**src/rtl/conv_output_stage.sv**
```systemverilog
// conv_output_stage: rounds, shifts and saturates accumulator window sums, tags them with raster addresses, and buffers them in a FIFO
// Ports: clk, rst (sync, active-high); frame_start pulse; acc_valid/acc_in/acc_ready input handshake;
//   out_valid/out_ready/out_data/out_addr/out_last output handshake; frame_done pulse; sticky sat_flag and drop_err.
// Optional macro CONV_OUT_RELU_EN: forces negative pixels to 0 after saturation.
module conv_output_stage #(
  parameter int DATA_WIDTH = 20,
  parameter int OUT_WIDTH  = 8,
  parameter int SHIFT      = 4,
  parameter int OUT_COLS   = 6,
  parameter int OUT_ROWS   = 6,
  parameter int ADDR_WIDTH = 6,
  parameter int FIFO_DEPTH = 4
) (
  input  logic                  clk,
  input  logic                  rst,
  input  logic                  frame_start,
  input  logic                  acc_valid,
  input  logic [DATA_WIDTH-1:0] acc_in,
  output logic                  acc_ready,
  output logic                  out_valid,
  input  logic                  out_ready,
  output logic [OUT_WIDTH-1:0]  out_data,
  output logic [ADDR_WIDTH-1:0] out_addr,
  output logic                  out_last,
  output logic                  frame_done,
  output logic                  sat_flag,
  output logic                  drop_err
);
  localparam int PW = $clog2(FIFO_DEPTH);
  localparam int CW = PW + 1;
  localparam int DW1 = DATA_WIDTH + 1;
  localparam int TOTAL = OUT_ROWS * OUT_COLS;
  localparam logic [DATA_WIDTH:0] RND = DW1'(2 ** (SHIFT - 1));
  localparam logic signed [DATA_WIDTH:0] SMAX = DW1'(2 ** (OUT_WIDTH - 1) - 1);
  localparam logic signed [DATA_WIDTH:0] SMIN = DW1'(-(2 ** (OUT_WIDTH - 1)));
  localparam logic [OUT_WIDTH-1:0] PMAX = {1'b0, {(OUT_WIDTH-1){1'b1}}};
  localparam logic [OUT_WIDTH-1:0] PMIN = {1'b1, {(OUT_WIDTH-1){1'b0}}};
  typedef enum logic [1:0] {IDLE, RUN, DRAIN, DONE} state_t;
  state_t state_q;
  logic [ADDR_WIDTH-1:0] row_q, col_q, addr_d, pipe_addr_q;
  logic [OUT_WIDTH-1:0] pix_d, pipe_data_q;
  logic signed [DATA_WIDTH:0] t, s;
  logic last_d, accept, pop, ovf_hi, sat_hit;
  logic pipe_v_q, pipe_last_q, sat_q, drop_q;
  logic [CW-1:0] cnt_q;
  logic [PW-1:0] wr_q, rd_q;
  logic [OUT_WIDTH-1:0] mem_data [FIFO_DEPTH];
  logic [ADDR_WIDTH-1:0] mem_addr [FIFO_DEPTH];
  logic mem_last [FIFO_DEPTH];
  // Sign-extend one bit so adding the rounding constant cannot overflow; the arithmetic shift then rounds half up.
  assign t = {acc_in[DATA_WIDTH-1], acc_in} + RND;
  assign s = t >>> SHIFT;
  assign ovf_hi = s > SMAX;
`ifdef CONV_OUT_RELU_EN
  assign pix_d = s[DATA_WIDTH] ? '0 : ovf_hi ? PMAX : s[OUT_WIDTH-1:0];
  assign sat_hit = ovf_hi;
`else
  logic ovf_lo;
  assign ovf_lo = s < SMIN;
  assign pix_d = ovf_hi ? PMAX : ovf_lo ? PMIN : s[OUT_WIDTH-1:0];
  assign sat_hit = ovf_hi | ovf_lo;
`endif
  assign addr_d = ADDR_WIDTH'(int'(row_q) * OUT_COLS + int'(col_q));
  assign last_d = addr_d == ADDR_WIDTH'(TOTAL - 1);
  // The pipeline register counts as occupied so an accepted sample always finds FIFO room next cycle.
  assign acc_ready = (state_q == RUN) && ((int'(cnt_q) + int'(pipe_v_q)) < FIFO_DEPTH);
  assign accept = acc_valid && acc_ready;
  assign out_valid = cnt_q != '0;
  assign pop = out_valid && out_ready;
  assign out_data = out_valid ? mem_data[rd_q] : '0;
  assign out_addr = out_valid ? mem_addr[rd_q] : '0;
  assign out_last = out_valid && mem_last[rd_q];
  assign frame_done = state_q == DONE;
  assign sat_flag = sat_q;
  assign drop_err = drop_q;
  always_ff @(posedge clk) begin
    if (accept) begin
      pipe_data_q <= pix_d;
      pipe_addr_q <= addr_d;
      pipe_last_q <= last_d;
    end
    if (pipe_v_q) begin
      mem_data[wr_q] <= pipe_data_q;
      mem_addr[wr_q] <= pipe_addr_q;
      mem_last[wr_q] <= pipe_last_q;
    end
  end
  always_ff @(posedge clk) begin
    if (rst) begin
      state_q <= IDLE;
      row_q <= '0;
      col_q <= '0;
      pipe_v_q <= 1'b0;
      cnt_q <= '0;
      wr_q <= '0;
      rd_q <= '0;
      sat_q <= 1'b0;
      drop_q <= 1'b0;
    end else begin
      pipe_v_q <= accept;
      if (pipe_v_q) wr_q <= wr_q + 1'b1;
      if (pop) rd_q <= rd_q + 1'b1;
      cnt_q <= cnt_q + CW'(pipe_v_q) - CW'(pop);
      if (accept) begin
        col_q <= (col_q == ADDR_WIDTH'(OUT_COLS - 1)) ? '0 : col_q + 1'b1;
        row_q <= (col_q == ADDR_WIDTH'(OUT_COLS - 1)) ? row_q + 1'b1 : row_q;
        if (sat_hit) sat_q <= 1'b1;
      end
      if (acc_valid && state_q == RUN && !acc_ready) drop_q <= 1'b1;
      case (state_q)
        IDLE: if (frame_start) begin
          state_q <= RUN;
          row_q <= '0;
          col_q <= '0;
          sat_q <= 1'b0;
          drop_q <= 1'b0;
        end
        RUN: if (accept && last_d) state_q <= DRAIN;
        DRAIN: if (!pipe_v_q && cnt_q == '0) state_q <= DONE;
        default: state_q <= IDLE;
      endcase
    end
  end
endmodule

```
**config.mk**
```make
export PLATFORM = sky130hd
export DESIGN_NAME = conv_output_stage
export DESIGN_NICKNAME = d
export VERILOG_FILES = /design/src/rtl/conv_output_stage.sv
export SDC_FILE = /design/constraint.sdc
export NUM_CORES = 1
export LEC_CHECK = 0
export ABC_AREA = 1
export CORE_UTILIZATION = 35
export DETAILED_ROUTE_END_ITERATION = 7
export GPL_TIMING_DRIVEN = 0
export SYNTH_ARGS = -nofsm -noshare
export SYNTH_HDL_FRONTEND = slang
export SYNTH_SLANG_ARGS = --single-unit
```
**constraint.sdc**
```tcl
create_clock -name clk -period 3.6 [get_ports clk]
set_clock_uncertainty 0.15 [all_clocks]
set_input_delay 0.36 -clock clk [delete_from_list [all_inputs] [get_ports clk]]
set_output_delay 0.36 -clock clk [all_outputs]
set_load 0.01 [all_outputs]
```
# After elaboration in Yosys (flattened, before gate mapping)
# Memory sizes are Yosys's and may differ from the RTL's. A register that Yosys moved wholly into a read port is not among the register bits.
# Cells that the tools add are included.
[totals]
elab_cells = 81
ram_bits = 60
n_memories = 3
inputBits = 25
regBits = 39
[memory_table]
columns = ["memory", "depth", "width", "rd", "rd_ports_with_merged_regs", "write_ports", "line_no", "rtl"]
rows = [
  ["mem_data", 4, 8, 1, 1, 1, "47", "logic [OUT_WIDTH-1:0] mem_data [FIFO_DEPTH];"],
  ["mem_addr", 4, 6, 1, 1, 1, "48", "logic [ADDR_WIDTH-1:0] mem_addr [FIFO_DEPTH];"],
  ["mem_last", 4, 1, 1, 1, 1, "49", "logic mem_last [FIFO_DEPTH];"],
]
[classes]
addsub = 9
n_mul = 1
n_lt_le_gt_ge = 3
bitwise = 1
n_eq_ne = 8
muxes = 30
n_reduce_logical = 14
[op_table]
columns = ["op", "count"]
rows = [
  ["$mux 6", 9],
  ["$add 20x5->21 const B", 1],
  ["$mux 2", 9],
  ["$gt 17x8->1 const B", 1],
  ["$lt 17x8->1 const B", 1],
  ["$mux 8", 2],
  ["$add 6x1->6 const B", 2],
  ["$mux 1", 9],
  ["$logic_and 1x1->1", 8],
  ["$add 6x6->6", 1],
  ["$eq 6x3->1 const B", 1],
  ["$eq 6x6->1 const B", 1],
  ["$mul 6x2->5 const B", 1],
  ["$pmux 2 s3", 1],
  ["$add 2x1->2 const B", 2],
  ["$add 3x1->4", 1],
  ["$eq 2x2->1 const B", 2],
  ["$lt 4x3->1 const B", 1],
  ["$ne 2x2->1 const B", 2],
  ["$add 3x1->3", 1],
  ["$logic_not 3->1", 1],
  ["$reduce_and 3->1", 1],
  ["$reduce_bool 3->1", 1],
  ["$sub 3x1->3", 1],
  ["other kinds (5)", 6],
]

# Longest topological paths before layout
# Gate-level depths: netlist of the first run.
[logic_depth]
word_depth = 8
depth_mapped = 18

# Least setup slack after synthesis of the first run
# Ideal clock, no wire load.
[synth_path]
path_kind = "register -> register"
start = "reg row_q[0]"
end = "reg state_q[0]"
t_arrival_ns = 2.311
slack_ns = 1.024
setup_ns = 0.115
stages_incl_launch_ff = 18
path_cell_list = "dfxtp_1 > ha_1 > inv_1 > fa_1 > xnor2_1 > ha_1 > a21oi_1 > nand3_1 > nand2_1 > inv_1 > nand2_1 > nand2_1 > inv_1 > nand3_1 > nand2_1 > nand3_1 > nand2_1 > nor2_1"
[synth_between]
elab_chain_len = 6
[synth_lines]
columns = ["element", "line_no", "rtl"]
rows = [
  ["start, declared", "40", "logic [ADDR_WIDTH-1:0] row_q, col_q, addr_d, pipe_addr_q;"],
  ["start signal, assigned", "106", "row_q <= (col_q == ADDR_WIDTH'(OUT_COLS - 1)) ? row_q + 1'b1 : row_q;"],
  ["$mul 6x2->5", "63", "assign addr_d = ADDR_WIDTH'(int'(row_q) * OUT_COLS + int'(col_q));"],
  ["$add 6x6->6", "63", ""],
  ["named net addr_d[5]", "40", ""],
  ["$eq 6x6->1", "64", "assign last_d = addr_d == ADDR_WIDTH'(TOTAL - 1);"],
  ["$logic_and 1x1->1", "118", "RUN: if (accept && last_d) state_q <= DRAIN;"],
  ["$ne 2x1->1 (no source line)", "-", ""],
  ["$reduce_and 3->1 (no source line)", "-", ""],
  ["end signal, assigned", "118", ""],
  ["end signal, assigned", "119", "DRAIN: if (!pipe_v_q && cnt_q == '0) state_q <= DONE;"],
  ["end signal, assigned", "120", "default: state_q <= IDLE;"],
  ["end, declared", "39", "state_t state_q;"],
]
# The timed path passes the listed nets, and every way through them passes these cells.
# A chain may end at the register's enable or synchronous reset.

==> impl_results.md, run 1 <==
- Count of TritonRoute iterations in the first routing pass: 4
- Wire length on met1: around 4.4 mm
- Hold Fails Final Rpt: 0
- Crit path max-delay family: buffers and inverters
- Buffers plus inverters on the worst setup path: 4
- Distinct cell type count after synthesis: 37
- Met2 WL post-DR: 4.90 mm
- Count of antenna-violating nets left after detailed routing: 0
- Cells on Worst Hold Path: 2
- Final Routed Wirelength: around 10 mm
- Critical path endpoint category: output port
- Number of violations reported at the end of detailed-routing iteration 0: 251
- Slowest library cell on the worst path: clkdlybuf4s50_1
- FMAX: roughly 330 MHz
- Gates resized, CTS repair: 0
- Cts-stage hold buffer count: 0
- Max-cap violations: 0
- Growth of design area from synthesis to finish: 18.6%
- Total power divided by cell area: 557 nW/um2
- Vias per Instance: 4.71
- Core box area: roughly 13000 um2
- Leftover overflow at the end of global routing: 0
- Most repeated library cell on the critical path: clkbuf_1
- Tmin final: 3020 ps
- Synthesized area per cell: about 9.7 um2
- Number of pins with negative max-slew slack in the final report: 0
- Run status: complete, no violations
- Clock latency of the later-clocked register in the worst-skew pair: between 300 and 400 ps
- Count of buffers inserted at the top-level ports: 41
- Routed length on met3: 372 um
- Sequential element share of the synthesized area: 56.0%
- Setup fix buffers added after clock tree synthesis: 0
- NumNets Final: 609
- Clock tree from TritonCTS: yes
- Hold_ws: approximately 300 ps
- Gate count of the mapped netlist: 508
- Fraction of synthesis flops using an asynchronous set or reset pin: 0%
- Setup WS pre-CTS: 725 ps
- Clock sinks: 100
- Number of I/O pins: 45
- Worst Tran Pin Value: 688 ps
- #FFs+latches synth: 100
- Maximum fanout along the worst path: 10
- Number of vias after detailed routing: 3492
- Pleak: approximately 2.2 nW
- Total standard cell area after synthesis: 4910 um2
- Arrival time at the worst endpoint: 2510 ps
- Main flop type after synthesis: edfxtp_1
- # setup viols final: 0
- Number of antenna violations at the first check in global routing: 0
- Initial standard-cell utilization of the core: a little over a third
- Final GP Congestion: 0.809
- Via count of the first global-routing pass: roughly 3300
- DRC violations left: 0
- R2r worst-path depth: 16
- Antenna cell count: 0
- Depth of the critical timing path with buffers and inverters included: 7
- Unrepaired setup endpoints after global routing: false
- CP required: between 3000 and 4000 ps
- Peak supply drop: between 0.0002 and 0.00025 V
- CTS Root Buffer Type: clkbuf_16
- Floorplan die height: roughly 120 um
- Average detailed-routed wire length per instance: 13.1 um
- Clock buffer count from CTS: 9
- Synth Warn #: 0
- Class of the most critical hold timing path: reg2reg
- DIE WIDTH: ~120 um
- Post-synthesis net count: approximately 560
- Crit-path cells: clkbuf_1 -> inv_1 -> clkbuf_1 -> nor2_1 -> o21ai_0 -> a21oi_1 -> clkdlybuf4s50_1
- Setup TNS Final: 0 ps
- Fraction of final layout cells with drive strength greater than 1: 8.32%
- Slew HR: a little over half
- Number of H-tree levels: 3
- Final HPWL from detailed placement: around 7.1 mm
- First-pass GRT wire length: between 15 and 20 mm
- Area enclosed by the die boundary: approximately 15000 um2
- Largest net degree at the start of global routing: 23
- EDFF count, synth: 75
- Clock transition at the register clock pins on the worst setup and hold paths after CTS: 70 ps
- Tot GR Track Use: between 10 and 15%
- Crit start category: flip-flop
- Critical path class: reg2out
- Final period utilization: approximately 84%
- Deepest clock path buffer count: 2
- Peak per-stage delay on the critical path: ~570 ps
- Number of cell rows: 42
- Uppermost layer routed: met4
- Cell count after placement: between 700 and 800
- Worst-case setup margin in the final layout: just under 600 ps
- Final std cells w/o fill: around 740
[cell usage in the layout (no fill, tap or decap), types with 6 or more instances in the layout]
cell type,instances
nor2_2,7
edfxtp_1,75
inv_1,44
nor2_1,89
clkbuf_16,9
xor2_1,7
clkbuf_1,8
nand4_1,6
dfxtp_1,25
nand3_1,23
nand2_2,7
nand2_1,81
ha_1,21
clkdlybuf4s50_1,41
o21ai_0,36
a21oi_1,30
xnor2_1,6
[through the flow]
step	power, mW	utilization (%)	cell area (um2)
6_report	3.25	43.3	5830
5_1_grt	3.43	43.3	5830
4_1_cts	3.28	43.3	5830
3_5_place_dp	2.36	41.2	5540
3_3_place_gp	2.33	41.2	5540
2_1_floorplan	1.96	-	4910
[routing by layer]
layer,up-vias,track usage (%)
met4,0,3.86
met1,1613,18.0
met3,4,3.30
li1,1814,-
met5,-,0
met2,61,24.7
[where the power goes]
| group | internal, mW | switching [mW] |
|---|---|---|
| logic | 0.379 | 0.524 |
| clock network | 0.480 | 0.436 |
| registers | 1.35 | 0.0749 |
[synthesized netlist by cell type (all sizes together), types with 6 or more instances]
master  number  area, um2
dfxtp       25        500
xnor2        6       52.6
inv         47        181
nor3         7       50.1
a21oi       31        159
edfxtp      75       2250
ha          21        263
nor2       101        452
o21ai       38        190
nand4        6       37.5
clkbuf       8       30.0
xor2         7       61.3
nand3       26        145
nand2       89        359
[layout make-up]
type	count	area (um2)
plain buffers	10	37.5
clock buffers	9	225
clock inverters	7	58.8
fillers	1294	7630
inverters	47	181
multi-input cells	351	1940
flip-flops and latches	100	2750
well taps	176	220
repair buffers	41	410
[flip-flops by register name (all words and copies together) (netlist names), named ones only]
register and count:
cnt_q 3, col_q 6, drop_err 1, mem_addr 24, mem_data 32, mem_last 4, pipe_addr_q 6, pipe_data_q 8
pipe_last_q 1, pipe_v_q 1, rd_q 2, row_q 5, sat_flag 1, state_q 2, wr_q 2
[path summary, 6_finish.rpt]
| check | from | end | slack, ps |
|---|---|---|---|
| setup / recovery | flip-flop | out_data[2] | 580 |
| hold / removal | sat_flag$_SDFF_PP0_ | sat_flag$_SDFF_PP0_ | 300 |
| setup reg to reg | row_q[0]$_SDFF_PP0_ | state_q[1]$_SDFFE_PP0P_ | 740 |
| hold reg to reg | sat_flag$_SDFF_PP0_ | sat_flag$_SDFF_PP0_ | 300 |
[worst min-delay path, delay by kind of cell, from the launching register on]
kind                   cells  cell delay (ps)
buffers and inverters      1               40
DFF                        1              310
AOI/OAI and AO/OA          1               50
[logic make-up after synthesis]
group | after synthesis | share of synthesized area [%]
AOI/OAI and AO/OA | 76 | 8.13
xor gates and xnor gates | 13 | 2.32
adders and majority gates | 24 | 6.57
buffers and inverters | 57 | 4.46
DFF | 100 | 56.0
and+or+nand+nor | 238 | 22.5
Note: power is estimated with default switching activity, not from simulation.
==> run 2: changes to the inputs <==
Clock period 3.6 ns to 2.6 ns, I/O delays scaled along.
==> run 2 against run 1 <==
Net effect: total power increased by 42%; highest routed layer unchanged; sequential share of layout area fell by 1.8 points; flip-flop and latch count unchanged; non-clock buffer count rose by 9; first-iteration DRC count fell by 12%; clock power increased by 39%; via count rose by 1.6%; register-to-register slack worse by 740 ps; global-route usage up 0.16 points; sequential power is 38% higher; worst hold slack barely moved.
==> impl_results.md, run 2 (synthesis gave the netlist of run 1 again) <==
- Clk network pwr share: 27.7% (-0.5 points)
- Net Sw Power: 1.47 mW (+42%)
- Top library cells by usage in the layout, fill and taps aside: nor2_1, edfxtp_1, nand2_1
- Critical path class: reg2reg
- Switching portion of total power: 32.1% (+0.19 points)
- Initial standard-cell utilization of the core: 36.5% (unchanged)
- Final GP Congestion: 0.809 (unchanged)
- Via count of the first global-routing pass: 3348 (+1.4%)
- Critical path endpoint category: flip-flop
- DRC violations left: 0 (unchanged)
- Sequential share of power: 43.2% (-0.8 points)
- Fraction of final layout cells with drive strength greater than 1: 17.1% (+8.8 points)
- Slew HR: 52.7% (-1.4 points)
- Pleak: 2.33 nW (+3.7%)
- Deepest clock path buffer count: 2 (unchanged)
- Total power after layout: 4.60 mW (+42%)
- Final HPWL from detailed placement: 7.09 mm (unchanged)
- Floorplan die height: 120 um (unchanged)
- Largest net degree at the start of global routing: 23 (unchanged)
- Antenna cell count: 0 (unchanged)
- Number of I/O pins: 45 (unchanged)
- Core box area: 13500 um2 (unchanged)
- Tmin final: 2600 ps
- Hold_ws: 304 ps (-0.106 ps)
- NumNets Final: 618 (+1.5%)
- Leading registers by flop count: mem_data: 32 flops, mem_addr: 24 flops, pipe_data_q: 8 flops
- Instance area at placement: 5540 um2 (unchanged)
- Number of antenna violations at the first check in global routing: 0 (unchanged)
- Area enclosed by the die boundary: 14500 um2 (unchanged)
- Hold Fails Final Rpt: 0 (unchanged)
- Final std cells w/o fill: 750 (+1.2%)
- Number of vias after detailed routing: 3549 (+1.6%)
- Worst-case setup margin in the final layout: 3.44 ps (-575 ps)
- Count of antenna-violating nets left after detailed routing: 0 (unchanged)
- Clock buffer count from CTS: 9 (unchanged)
- Clock latency of the later-clocked register in the worst-skew pair: 340 ps (about the same)
- Worst Tran Pin Value: 708 ps (+20.4 ps)
- DIE WIDTH: 120 um (unchanged)
- Most common library cell in the layout ignoring fill and taps: nor2_1
- Total power divided by cell area: 755 nW/um2 (+36%)
- Unrepaired setup endpoints after global routing: true
- Clock tree from TritonCTS: yes
- Vias per Instance: 4.73 (+0.41%)
- Number of violations reported at the end of detailed-routing iteration 0: 220 (-12%)
- Cell count after placement: 725 (unchanged)
- FMAX: about 390 MHz
- Class of the most critical hold timing path: reg2reg
- Growth of design area from synthesis to finish: 23.9%
- Clock sinks: 100 (unchanged)
- Peak supply drop: 0.000330 V (+38%)
- Setup WS pre-CTS: -275 ps (-1000 ps)
- Number of pins with negative max-slew slack in the final report: 0 (unchanged)
- Final Routed Wirelength: 10.1 mm (+3.9%)
- Number of H-tree levels: 3 (unchanged)
- Largest reg by FF count: mem_data
- Clock transition at the register clock pins on the worst setup and hold paths after CTS: 70 ps (about the same)
- CP required: 2670 ps (-420 ps)
- Count of buffers inserted at the top-level ports: 41 (unchanged)
- Largest register FFs: 32 (unchanged)
- Crit start category: flip-flop
- Peak per-stage delay on the critical path: 530 ps (-40 ps)
- Total internal power: 3.12 mW (+41%)
- Maximum fanout along the worst path: 4 (-6)
- Comb power frac: 29.2% (+1.4 points)
- CTS Root Buffer Type: clkbuf_16
- Slowest library cell on the worst path: fa_2
- Final standard cell area without fillers: 6090 um2 (+4.4%)
- Final period utilization: 99.9%
- Arrival time at the worst endpoint: 2670 ps (+160 ps)
- Run status: complete, no violations
- Leftover overflow at the end of global routing: 0 (unchanged)
- Tot GR Track Use: 14.5% (+0.16 points)
- First-pass GRT wire length: 16.3 mm (+1.2%)
- Crit-path cells: ha_4 -> inv_2 -> fa_2 -> inv_2 -> ha_4 -> a21oi_4 -> nand2_2 -> xor2_2 -> nor2_2 -> nand3_4 -> nand2_4 -> nand2_1 -> nand2_1 -> a21oi_2
- Max-cap violations: 0 (unchanged)
- Average detailed-routed wire length per instance: 13.5 um (+2.6%)
- Count of TritonRoute iterations in the first routing pass: 6 (+2)
- # setup viols final: 0 (unchanged)
- Number of cell rows: 42 (unchanged)
-- run 2: final timing paths --
check | startpoint | end | slack [ps] | cells after the start
setup / recovery | row_q[1]$_SDFF_PP0_ | state_q[1]$_SDFFE_PP0P_ | 3 | 14
hold / removal | sat_flag$_SDFF_PP0_ | sat_flag$_SDFF_PP0_ | 300 | 2
setup reg to reg | row_q[1]$_SDFF_PP0_ | state_q[1]$_SDFFE_PP0P_ | 3 | 14
hold reg to reg | sat_flag$_SDFF_PP0_ | sat_flag$_SDFF_PP0_ | 300 | 2
-- run 2: power groups by stage --
stage | Sequential, mW | Clock (mW) | Combinational (mW)
finish | 1.98 | 1.27 | 1.34
global route | 2.00 | 1.37 | 1.48
CTS | 1.98 | 1.29 | 1.28
detailed placement | 2.01 | 0 | 1.26
global placement | 2.00 | 0 | 1.23
floorplan | 1.98 | 0 | 0.730
-- run 2: routing by layer --
metal	track usage (%)	vias to the layer above	routed length, um
met5	0	-	0
li1	-	1831	-
met1	18.1	1649	4510
met4	3.86	0	113
met2	25.1	60	5130
met3	3.30	9	363
-- run 2: per-stage QoR --
| step | util [%] | TNS [ps] |
|---|---|---|
| after floorplan | - | 0 |
| after global placement | 41.2 | -455 |
| after detailed placement | 41.2 | -566 |
| after CTS | 44.0 | 0 |
| after global routing | 45.2 | -171 |
| final | 45.2 | 0 |
-- run 2: area by class of cell --
| class | instances | area [um2] |
|---|---|---|
| Buffer | 9 | 43.8 |
| Clock buffer | 9 | 225 |
| Clock inverter | 7 | 58.8 |
| Fill cell | 1264 | 7370 |
| Inverter | 47 | 181 |
| Multi-Input combinational cell | 351 | 2110 |
| Sequential cell | 100 | 2770 |
| Tap cell | 176 | 220 |
| Timing Repair Buffer | 51 | 485 |
-- run 2: worst max-delay path, delay by kind of cell (launching register included) --
family / cells / cell delay [ps]
buffers and inverters: 2 / 90
AND/OR/NAND/NOR: 6 / 560
flip-flops: 1 / 370
XOR/XNOR: 1 / 190
adder cells (fa/ha/maj): 3 / 950
AO/OA/AOI/OAI: 2 / 170
-- run 2: what timing repair did --
item,in CTS,in global routing
setup endpoints to repair,19,18
gates resized for setup,19,37
pin swaps,4,22
setup buffers,3,7
hold buffers,0,0
==> run 3: changes to the inputs <==
Settings changed: CORE_ASPECT_RATIO from default to 1.2, GPL_TIMING_DRIVEN 0 to default.
Clock period 2.6 ns to 2.95 ns, I/O delays scaled along.
==> run 3 against run 2 <==
Net effect: first-iteration DRC count stayed put; flip-flop and latch count stayed put; global-route usage is 0.068 points higher; via count is 0.37% lower; register-to-register slack better by 220 ps; die area hardly changed; final area is 4.1% lower; setup slack better by 220 ps; routed wire length is 4.2% lower; non-clock buffer count is 13 lower; count of clock-buffer cells in the layout is 1 higher; combinational power is 17% lower; highest routed layer unchanged; critical endpoint unchanged; critical path type unchanged; largest power group unchanged.
==> impl_results.md, run 3 (synthesis gave the netlist of run 1 again) <==
- Run status: complete, no violations
- Critical path endpoint category: flip-flop
- Clock transition at the register clock pins on the worst setup and hold paths after CTS: 70 ps (about the same)
- Initial standard-cell utilization of the core: 35.7% (-0.82 points)
- Tot GR Track Use: 14.6% (+0.068 points)
- Reg-to-reg endpoint: state_q[1]$_SDFFE_PP0P_
- Antenna cell count: 0 (unchanged)
- Largest net degree at the start of global routing: 31 (+35%)
- Unrepaired setup endpoints after global routing: false
- Pleak: 2.27 nW (-2.7%)
- DIE WIDTH: 110 um (-8.6%)
- Most common library cell in the layout ignoring fill and taps: nor2_1
- Number of filler cells placed in the layout: 1338 (+5.9%)
- Leftover overflow at the end of global routing: 0 (unchanged)
- Instance area at placement: 5540 um2 (about the same)
- Worst r2r src: row_q[0]$_SDFF_PP0_
- Count of antenna-violating nets left after detailed routing: 0 (unchanged)
- Clock buffer count from CTS: 9 (unchanged)
- Peak supply drop: 0.000454 V (+38%)
- Worst Tran Pin Value: 742 ps (+34.4 ps)
- Leading registers by flop count: mem_data: 32 flops, mem_addr: 24 flops, pipe_data_q: 8 flops
- Number of cell rows: 47 (+12%)
- Slew HR: 50.4% (-2.3 points)
- Fraction of final layout cells with drive strength greater than 1: 10.2% (-6.9 points)
- Critical path class: reg2reg
- Number of violations reported at the end of detailed-routing iteration 0: 220 (unchanged)
- Count of TritonRoute iterations in the first routing pass: 4 (-2)
- Total power divided by cell area: 679 nW/um2 (-10%)
- Final HPWL from detailed placement: 6.90 mm (-2.6%)
- First-pass GRT wire length: 16.4 mm (+0.59%)
- CTS Root Buffer Type: clkbuf_16
- Hold Fails Final Rpt: 0 (unchanged)
- Floorplan die height: 132 um (+9.4%)
- Class of the most critical hold timing path: reg2reg
- Vias per Instance: 4.83 (+2.1%)
- Final std cells w/o fill: 732 (-2.4%)
- CP required: 3020 ps (+350 ps)
- Uppermost layer routed: met4
- Largest reg by FF count: mem_data
- Deepest clock path buffer count: 2 (unchanged)
- Final standard cell area without fillers: 5840 um2 (-4.1%)
- Number of I/O pins: 45 (unchanged)
- Setup TNS Final: 0 ps (unchanged)
- Area enclosed by the die boundary: 14500 um2 (about the same)
- Core box area: 13800 um2 (+2.3%)
- Final period utilization: 92.5% (-7.4 points)
- Tmin final: 2730 ps (+131 ps)
- Cell count after placement: 716 (-1.2%)
- DRC violations left: 0 (unchanged)
- FMAX: 367 MHz (-4.8%)
- Average detailed-routed wire length per instance: 13.3 um (-1.8%)
- Number of vias after detailed routing: 3536 (-0.37%)
- Clock tree from TritonCTS: yes
- Via count of the first global-routing pass: 3483 (+4.0%)
- Top library cells by usage in the layout, fill and taps aside: nor2_1, nand2_1, edfxtp_1
- Endpoint of the worst hold-timing path: sat_flag$_SDFF_PP0_
- Crit start category: flip-flop
- R2r worst-path depth: 17 (+3)
- # setup viols final: 0 (unchanged)
- Arrival time at the worst endpoint: 2800 ps (+130 ps)
- Maximum fanout along the worst path: 4 (unchanged)
- Cells on Worst Hold Path: 2 (unchanged)
- Wire length on met1: 4.13 mm (-8.4%)
- Number of pins with negative max-slew slack in the final report: 0 (unchanged)
- Met2 WL post-DR: 5.14 mm (+0.12%)
- R2r setup slk: 220 ps (+220 ps)
- Routed length on met3: 259 um (-29%)
- Max-cap violations: 0 (unchanged)
- Growth of design area from synthesis to finish: 18.8%
- Final GP Congestion: 0.820 (+1.3%)
- Startpoint of the tightest hold check path: sat_flag$_SDFF_PP0_
- Number of H-tree levels: 3 (unchanged)
- Total power after layout: 3.96 mW (-14%)
- Largest register FFs: 32 (unchanged)
- Number of antenna violations at the first check in global routing: 0 (unchanged)
- Count of buffers inserted at the top-level ports: 41 (unchanged)
- Clock sinks: 100 (unchanged)
- Clock latency of the later-clocked register in the worst-skew pair: 340 ps (about the same)
- NumNets Final: 605 (-2.1%)
- Final Routed Wirelength: 9.70 mm (-4.2%)
==> run 3: cell count changes in the layout (fill, tap and decap cells not counted), sizes merged <==
cell      before  now
buf           14    6
clkbuf        14   10
clkinvlp       2    1
==> run 3: timing repair <==
action,4_1_cts,5_1_grt
setup endpoints to repair,0,2
hold buffers,0,0
resized for setup,0,3
buffers inserted,0,0
==> run 3: cell type report <==
| type | count | area (um2) | area share, % |
|---|---|---|---|
| Clock inverter | 6 | 46.3 | 0.793 |
| Inverter | 47 | 181 | 3.11 |
| Multi-Input combinational cell | 351 | 1950 | 33.3 |
| Tap cell | 171 | 214 | 3.67 |
| Clock buffer | 10 | 239 | 4.10 |
| Timing Repair Buffer | 47 | 455 | 7.80 |
| Sequential cell | 100 | 2750 | 47.2 |
==> run 3: through the flow <==
stage	setup slack [ps]	hold slack (ps)	utilization (%)
detailed placement	111	300	40.3
global placement	209	294	40.3
global route	17.5	340	42.4
CTS	89.5	319	42.4
floorplan	374	212	-
finish	223	315	42.4
==> run 3: layer usage <==
metal	GRT usage, %	vias up
li1	-	1804
met1	16.4	1672
met2	26.6	48
met3	2.77	12
met4	5.41	0
met5	0	-
==> run 3: power by group <==
part           internal [mW]  switching, mW
Clock                  0.602          0.511
Sequential              1.65         0.0896
Combinational          0.481          0.631
Total                   2.73           1.23
==> run 3: worst max-delay path, cell delays in order (launching register included) <==
cell,delay (ps)
dfxtp_2,380
ha_2,220
inv_1,60
fa_1,370
xnor2_1,140
ha_1,320
a21oi_1,180
nand2_1,70
nand2_1,60
nand2_1,60
nand3_1,80
nand2_1,70
inv_1,70
nand3_1,80
nand2_2,120
nand2_1,60
nand2_1,70
a21oi_1,60
==> run 3: how the worst max path moves through the flow <==
stage | start | depth (start not counted) | slack [ps] | endpoint
after global placement | row_q[0]$_SDFF_PP0_ | 17 | 210 | state_q[1]$_SDFFE_PP0P_
after CTS | row_q[0]$_SDFF_PP0_ | 17 | 90 | state_q[1]$_SDFFE_PP0P_
after detailed placement | row_q[0]$_SDFF_PP0_ | 17 | 110 | state_q[1]$_SDFFE_PP0P_
after global routing | row_q[0]$_SDFF_PP0_ | 17 | 20 | state_q[1]$_SDFFE_PP0P_
after floorplan | row_q[0]$_SDFF_PP0_ | 17 | 370 | state_q[0]$_SDFFE_PP0P_
final | row_q[0]$_SDFF_PP0_ | 17 | 220 | state_q[1]$_SDFFE_PP0P_
